### config.mk
export PLATFORM = sky130hd
export DESIGN_NAME = sram_bist_flat
export DESIGN_NICKNAME = d
export VERILOG_FILES = /design/src/rtl/sram_bist_if.sv /design/src/rtl/sram_bist.sv /design/src/flat_wrapper.sv
export SDC_FILE = /design/constraint.sdc
export NUM_CORES = 1
export LEC_CHECK = 0
export ABC_CLOCK_PERIOD_IN_PS = 2650
export CAP_MARGIN = 10
export CORE_ASPECT_RATIO = 0.75
export CORE_MARGIN = 3
export CORE_UTILIZATION = 43
export DETAILED_ROUTE_END_ITERATION = 10
export GPL_TIMING_DRIVEN = 0
export PLACE_DENSITY = 0.75
export SLEW_MARGIN = 0
export SYNTH_ARGS = -nofsm -noshare
export SYNTH_HDL_FRONTEND = slang
export SYNTH_SLANG_ARGS = --single-unit
### constraint.sdc
create_clock -name i_clk -period 2.65 [get_ports i_clk]
set_input_delay 0.265 -clock i_clk [delete_from_list [all_inputs] [get_ports i_clk]]
set_output_delay 0.265 -clock i_clk [all_outputs]
set_load 0.02 [all_outputs]
### src/rtl/sram_bist_if.sv
// Bundle of the BIST control/result signals and the SRAM port it drives.
// The master modport is the BIST engine; the slave modport is the host plus the SRAM.
interface sram_bist_if;
    logic       start;
    logic [7:0] pattern;
    logic       we;
    logic [3:0] addr;
    logic [7:0] wdata;
    logic [7:0] rdata;
    logic       busy;
    logic       done;
    logic       pass;
    logic [5:0] err_count;
    logic [3:0] fail_addr;
    logic [7:0] fail_data;

    modport master (
        input  start, pattern, rdata,
        output we, addr, wdata, busy, done, pass, err_count, fail_addr, fail_data
    );

    modport slave (
        output start, pattern, rdata,
        input  we, addr, wdata, busy, done, pass, err_count, fail_addr, fail_data
    );
endinterface

### src/rtl/sram_bist.sv
// March-style BIST for a 16x8 SRAM: write P ascending, (read P / write ~P) ascending, read ~P descending.
// States: IDLE wait start | W0 write P | RD_A read expect P | WR_A write ~P | R1 read ~P descending | DONE result pulse
module sram_bist (
    input  logic          i_clk,
    input  logic          i_rst,
    sram_bist_if.master   bus
);
    typedef enum logic [2:0] {IDLE, W0, RD_A, WR_A, R1, DONE} state_t;

    state_t     r_state;
    state_t     w_state_next;
    logic [3:0] r_idx;
    logic [3:0] w_idx_next;
    logic [7:0] r_pat;
    logic [5:0] r_err_count;
    logic [3:0] r_fail_addr;
    logic [7:0] r_fail_data;
    logic       r_pass;

    logic       w_we;
    logic [3:0] w_addr;
    logic [7:0] w_wdata;
    logic       w_cmp;
    logic [7:0] w_exp;
    logic       w_mismatch;
    logic [5:0] w_err_next;
    logic       w_accept;

    always_ff @(posedge i_clk) begin
        if (i_rst) begin
            r_state <= IDLE;
            r_idx   <= 4'd0;
        end else begin
            r_state <= w_state_next;
            r_idx   <= w_idx_next;
        end
    end

    // Bus outputs depend only on registered state, index and latched pattern.
    always_comb begin
        w_state_next = r_state;
        w_idx_next   = r_idx;
        w_we         = 1'b0;
        w_addr       = 4'd0;
        w_wdata      = 8'd0;
        w_cmp        = 1'b0;
        w_exp        = r_pat;
        case (r_state)
            IDLE: begin
                if (bus.start) begin
                    w_state_next = W0;
                    w_idx_next   = 4'd0;
                end
            end
            W0: begin
                w_we       = 1'b1;
                w_addr     = r_idx;
                w_wdata    = r_pat;
                w_idx_next = r_idx + 4'd1;
                if (r_idx == 4'd15) w_state_next = RD_A;
            end
            RD_A: begin
                w_addr       = r_idx;
                w_cmp        = 1'b1;
                w_exp        = r_pat;
                w_state_next = WR_A;
            end
            WR_A: begin
                w_we    = 1'b1;
                w_addr  = r_idx;
                w_wdata = ~r_pat;
                if (r_idx == 4'd15) begin
                    w_state_next = R1;
                end else begin
                    w_idx_next   = r_idx + 4'd1;
                    w_state_next = RD_A;
                end
            end
            R1: begin
                w_addr = r_idx;
                w_cmp  = 1'b1;
                w_exp  = ~r_pat;
                if (r_idx == 4'd0) w_state_next = DONE;
                else               w_idx_next   = r_idx - 4'd1;
            end
            DONE: begin
                w_state_next = IDLE;
            end
            default: begin
                w_state_next = IDLE;
                w_idx_next   = 4'd0;
            end
        endcase
    end

    assign w_accept   = (r_state == IDLE) && bus.start;
    assign w_mismatch = w_cmp && (bus.rdata != w_exp);
    assign w_err_next = r_err_count + {5'd0, w_mismatch};

    always_ff @(posedge i_clk) begin
        if (i_rst) begin
            r_pat       <= 8'd0;
            r_err_count <= 6'd0;
            r_fail_addr <= 4'd0;
            r_fail_data <= 8'd0;
            r_pass      <= 1'b0;
        end else if (w_accept) begin
            r_pat       <= bus.pattern;
            r_err_count <= 6'd0;
            r_fail_addr <= 4'd0;
            r_fail_data <= 8'd0;
            r_pass      <= 1'b0;
        end else begin
            if (w_mismatch) begin
                r_err_count <= w_err_next;
                if (r_err_count == 6'd0) begin
                    r_fail_addr <= r_idx;
                    r_fail_data <= bus.rdata;
                end
            end
            // Resolve pass on the final compare so it is already valid during DONE.
            if (r_state == R1 && r_idx == 4'd0) r_pass <= (w_err_next == 6'd0);
        end
    end

    assign bus.we        = w_we;
    assign bus.addr      = w_addr;
    assign bus.wdata     = w_wdata;
    assign bus.busy      = (r_state == W0) || (r_state == RD_A) || (r_state == WR_A) || (r_state == R1);
    assign bus.done      = (r_state == DONE);
    assign bus.pass      = r_pass;
    assign bus.err_count = r_err_count;
    assign bus.fail_addr = r_fail_addr;
    assign bus.fail_data = r_fail_data;
endmodule

### src/flat_wrapper.sv
// flat-port wrapper written by rule: the top's interface ports become plain ports
module sram_bist_flat 
  (i_clk, i_rst, bus_start, bus_pattern, bus_rdata, bus_we, bus_addr, bus_wdata, bus_busy, bus_done, bus_pass, bus_err_count, bus_fail_addr, bus_fail_data);
  sram_bist_if bus_i ();
  input  logic i_clk;
  input  logic i_rst;
  input wire logic [$bits(bus_i.start)-1:0] bus_start;
  input wire logic [$bits(bus_i.pattern)-1:0] bus_pattern;
  input wire logic [$bits(bus_i.rdata)-1:0] bus_rdata;
  output wire logic [$bits(bus_i.we)-1:0] bus_we;
  output wire logic [$bits(bus_i.addr)-1:0] bus_addr;
  output wire logic [$bits(bus_i.wdata)-1:0] bus_wdata;
  output wire logic [$bits(bus_i.busy)-1:0] bus_busy;
  output wire logic [$bits(bus_i.done)-1:0] bus_done;
  output wire logic [$bits(bus_i.pass)-1:0] bus_pass;
  output wire logic [$bits(bus_i.err_count)-1:0] bus_err_count;
  output wire logic [$bits(bus_i.fail_addr)-1:0] bus_fail_addr;
  output wire logic [$bits(bus_i.fail_data)-1:0] bus_fail_data;
  assign bus_i.start = bus_start;
  assign bus_i.pattern = bus_pattern;
  assign bus_i.rdata = bus_rdata;
  assign bus_we = bus_i.we;
  assign bus_addr = bus_i.addr;
  assign bus_wdata = bus_i.wdata;
  assign bus_busy = bus_i.busy;
  assign bus_done = bus_i.done;
  assign bus_pass = bus_i.pass;
  assign bus_err_count = bus_i.err_count;
  assign bus_fail_addr = bus_i.fail_addr;
  assign bus_fail_data = bus_i.fail_data;
  sram_bist u_core (.i_clk(i_clk), .i_rst(i_rst), .bus(bus_i));
endmodule
==> results.md <==
* FF-to-FF Start: u_core.r_state[0]$_SDFFE_PP0P_
* R2r endpoint: u_core.bus.pass$_SDFFE_PP0P_
* Worst path cell trace: or3b_4 -> or3b_4 -> o31ai_4 -> a21boi_2 -> ha_4 -> and4_1 -> o211ai_1 -> o21ai_1 -> a32oi_1 -> nor3_1
* Failing checks: setup timing
* Post-Synth Simple-Gate Area at 0.241
* Sw power at 308 uW
* Synth Warn # at 0
* Initial core utilization at 0.463
* CTS root buffer: clkbuf_8
* Syn nets at 262
* Largest family of logic cells by synthesized area: simple AND/OR/NAND/NOR gates
* Hold EP: u_core.bus.fail_addr[0]$_SDFFE_PP0P_
* Worst Path Max Fanout at 4
* Placed insts at 345
* R2R setup slack at -10 ps
* Half-perimeter wire length after placement at 3700 um
* DRC viols at 0
* Die area at 5370 um2
* Routability Congestion at 0.859
* Die height at 64.2 um
* N_diodes at 0
* RSZ-0062 raised after global routing: yes
* Final Hold Fails at 0
* Routed len/inst at 14.5 um
* Io pins at 53
* Area Growth Syn to Fin at 45.2%
* CP max-delay cell: or3b_4
* Die width at 83.6 um
* Pre-CTS setup slack at -406 ps
* 1st-iter DRT viols at 66
* First-pass GRT wire length at 8660 um
* ANT nets after route at 0
* Top cells by area, synth: dfxtp_1 35%, mux2i_1 11%, nand2_1 11%
* Slew Viols, Final at 0
* Post-route insts no fill at 362
* Crit path largest cell delay at 440 ps
* Overall Global Routing Usage at 0.199
* FF-to-FF path depth at 10
* Final min period at 2660 ps
* Tightest Hold Check Type: register to register
* Row count at 20
* Hold path cells at 2
* Synth Area in Compound Gates at 0.125
* Required time of the critical path at 2810 ps
* Layout cell share with drive strength beyond 1 at 0.117
* Sequential power share at 0.407
* Sequential share of the synthesized area at 0.350
* Switch share at 0.236
* Total internal power at 997 uW
* Synth unique cells at 41
* Clk sink count at 34
* Crit path kind: register to register
* Vias in the first global route at 1815
* Slew margin rel. at 0.580
* Worst Setup Slack, final at -13.3 ps
* Most frequent CP cell: or3b_4
* Crit end category: register
* Overflow after GRT at 0
* Setup crit start kind: register
* Port Buf Inserts at 52
* Clk buf depth at 2
* Prevailing post-synth register cell: dfxtp_1
* CTS buffer count at 5
* Post-synth EDFFs at 0
* Yosys top cell by area: dfxtp_1
* #FFs+latches synth at 34
* Worst slew pin tran at 630 ps
* Post-synthesis mux area share at 0.113
* Clock power share at 0.463
* Crit share post-route at 1.01
* Clock Skews at 3.88 ps
* Peak supply drop at 0.297 mV
* Depth of the CTS H-tree at 2
* Final setup viols at 1
* Max-cap violations at 0
* HP Start: u_core.bus.fail_addr[0]$_SDFFE_PP0P_
* Netlist Area Pre-Place at 1940 um2
* Synth Area in XOR/XNOR at 0.0946
* FFs w/ async S/R, synth at 0
* Pre-antenna DRT Iters at 4
* Synth Instances at 238
* CTS tree: yes
* Crit-path leading delay family: simple AND/OR/NAND/NOR gates
* Initial antenna violation count at 0
* Top cell type's share of synthesized area at 0.350
* Vias per inst at 5.21
* Combinational share of power at 0.130
* Nets@finish at 330
* Largest net degree at the start of global routing at 12
* Clk Latency, worst-skew pair at 280 ps
* Power per cell area at 462 nW/um2
* P_leak at 1.01 nW
* Critical Path AT at 2820 ps
* Adder-Cell Fraction of Synth Area at 0.0360
* Buf/Inv on CP at 0
* Clock Pin Slew Worst Setup and Hold Paths at 80 ps
* DR vias at 1887
* F_max at 375 MHz
* Wirelength, routed at 5240 um
* Core Area at 4200 um2
* Outcome: complete, but fails checks
* Post-Syn Area per Cell at 8.17 um2
-- layer usage --
metal  part of all wire  up-vias  routed length, um  GRT usage
met5                  0        -                  0          0
met4             0.0042        0                 22     0.0422
met3              0.077        4                406     0.0683
met2               0.42       50               2220      0.310
met1               0.49      887               2590      0.266
li1                   -      946                  -          -
-- tightest hold or removal path: stages, from the launching register on --
cell and delay, ps:
dfxtp_1 310, nand2_1 50, mux2i_1 50
-- area by class of cell --
class / count / area, um2
fill: 357 / 1380
clock inverter: 2 / 60.1
timing repair buffer: 63 / 603
clock buffer: 6 / 82.6
buffer: 12 / 53.8
sequential: 34 / 689
tap: 55 / 68.8
inverter: 4 / 18.8
multi-input combinational: 186 / 1250
-- worst max-delay path by stage --
stage / start / endpoint / depth (start not counted) / slack [ps]
2_1_floorplan: u_core.r_state[1]$_SDFFE_PP0P_ / u_core.bus.pass$_SDFFE_PP0P_ / 12 / -50
3_3_place_gp: bus_rdata[4] / u_core.bus.pass$_SDFFE_PP0P_ / 11 / -370
3_5_place_dp: bus_rdata[4] / u_core.bus.pass$_SDFFE_PP0P_ / 11 / -410
4_1_cts: u_core.r_state[0]$_SDFFE_PP0P_ / u_core.bus.pass$_SDFFE_PP0P_ / 11 / -5
5_1_grt: u_core.r_state[2]$_SDFFE_PP0P_ / u_core.bus.pass$_SDFFE_PP0P_ / 10 / -150
6_report: u_core.r_state[0]$_SDFFE_PP0P_ / u_core.bus.pass$_SDFFE_PP0P_ / 10 / -10
-- per-stage QoR --
stage	cell area, um2	setup TNS [ps]	total power [mW]	hold WS, ps	util
6_report	2820	-13.3	1.30	461	0.671
5_1_grt	2820	-474	1.36	490	0.671
4_1_cts	2790	-4.52	1.30	467	0.663
3_5_place_dp	2560	-1470	0.698	456	0.608
3_3_place_gp	2560	-1440	0.697	444	0.608
2_1_floorplan	1970	-107	0.632	401	-
-- power groups by stage --
stage	clock, mW	sequential (mW)	combinational [mW]
after floorplan	0	0.541	0.0909
after global placement	0	0.544	0.152
after detailed placement	0	0.545	0.153
after CTS	0.608	0.531	0.165
after global routing	0.640	0.532	0.184
final	0.605	0.531	0.169
-- timing repair --
action	4_1_cts	5_1_grt
cloned	0	0
gates resized for setup	12	4
pin swaps	4	7
endpoints found under the setup margin	6	15
buffers inserted	7	4
endpoints found under the hold margin	0	0
hold buffers	0	0
-- cells in the mapped netlist (3+ instances only) --
cell type  count
inv_1          4
dfxtp_1       34
nor2_1        19
nor3_1         7
a2111oi_0      3
clkbuf_1      10
mux2i_1       22
xor2_1         6
and2_1         4
or3_1          6
ha_1           4
a21oi_1       14
nand2_1       55
xnor2_1       15
-- cells in the final DEF (no fill, tap or decap), types with 7 or more instances in the layout --
cell type / netlist / layout
nor2_1: 19 / 19
xnor2_1: 15 / 15
clkdlybuf4s50_1: 0 / 52
buf_4: 0 / 11
a21oi_1: 14 / 14
mux2i_1: 22 / 22
dfxtp_1: 34 / 31
clkbuf_1: 10 / 9
nor3_1: 7 / 7
nand2_1: 55 / 55
-- sequential cells by signal (all words and copies together) (netlist names) --
name	flops
u_core.bus.err_count	6
u_core.bus.fail_addr	4
u_core.bus.fail_data	8
u_core.bus.pass	1
u_core.r_idx	4
u_core.r_pat	8
u_core.r_state	3
-- logic make-up (layout without fill, tap and decap cells) --
logic type | Yosys count | count (layout)
DFF | 34 | 34
adders and majority gates | 5 | 5
and+or+nand+nor | 104 | 104
AOI/OAI and AO/OA | 34 | 34
buffers and inverters | 18 | 87
muxes | 22 | 22
xor gates and xnor gates | 21 | 21
(Power assumes the default switching activity.)
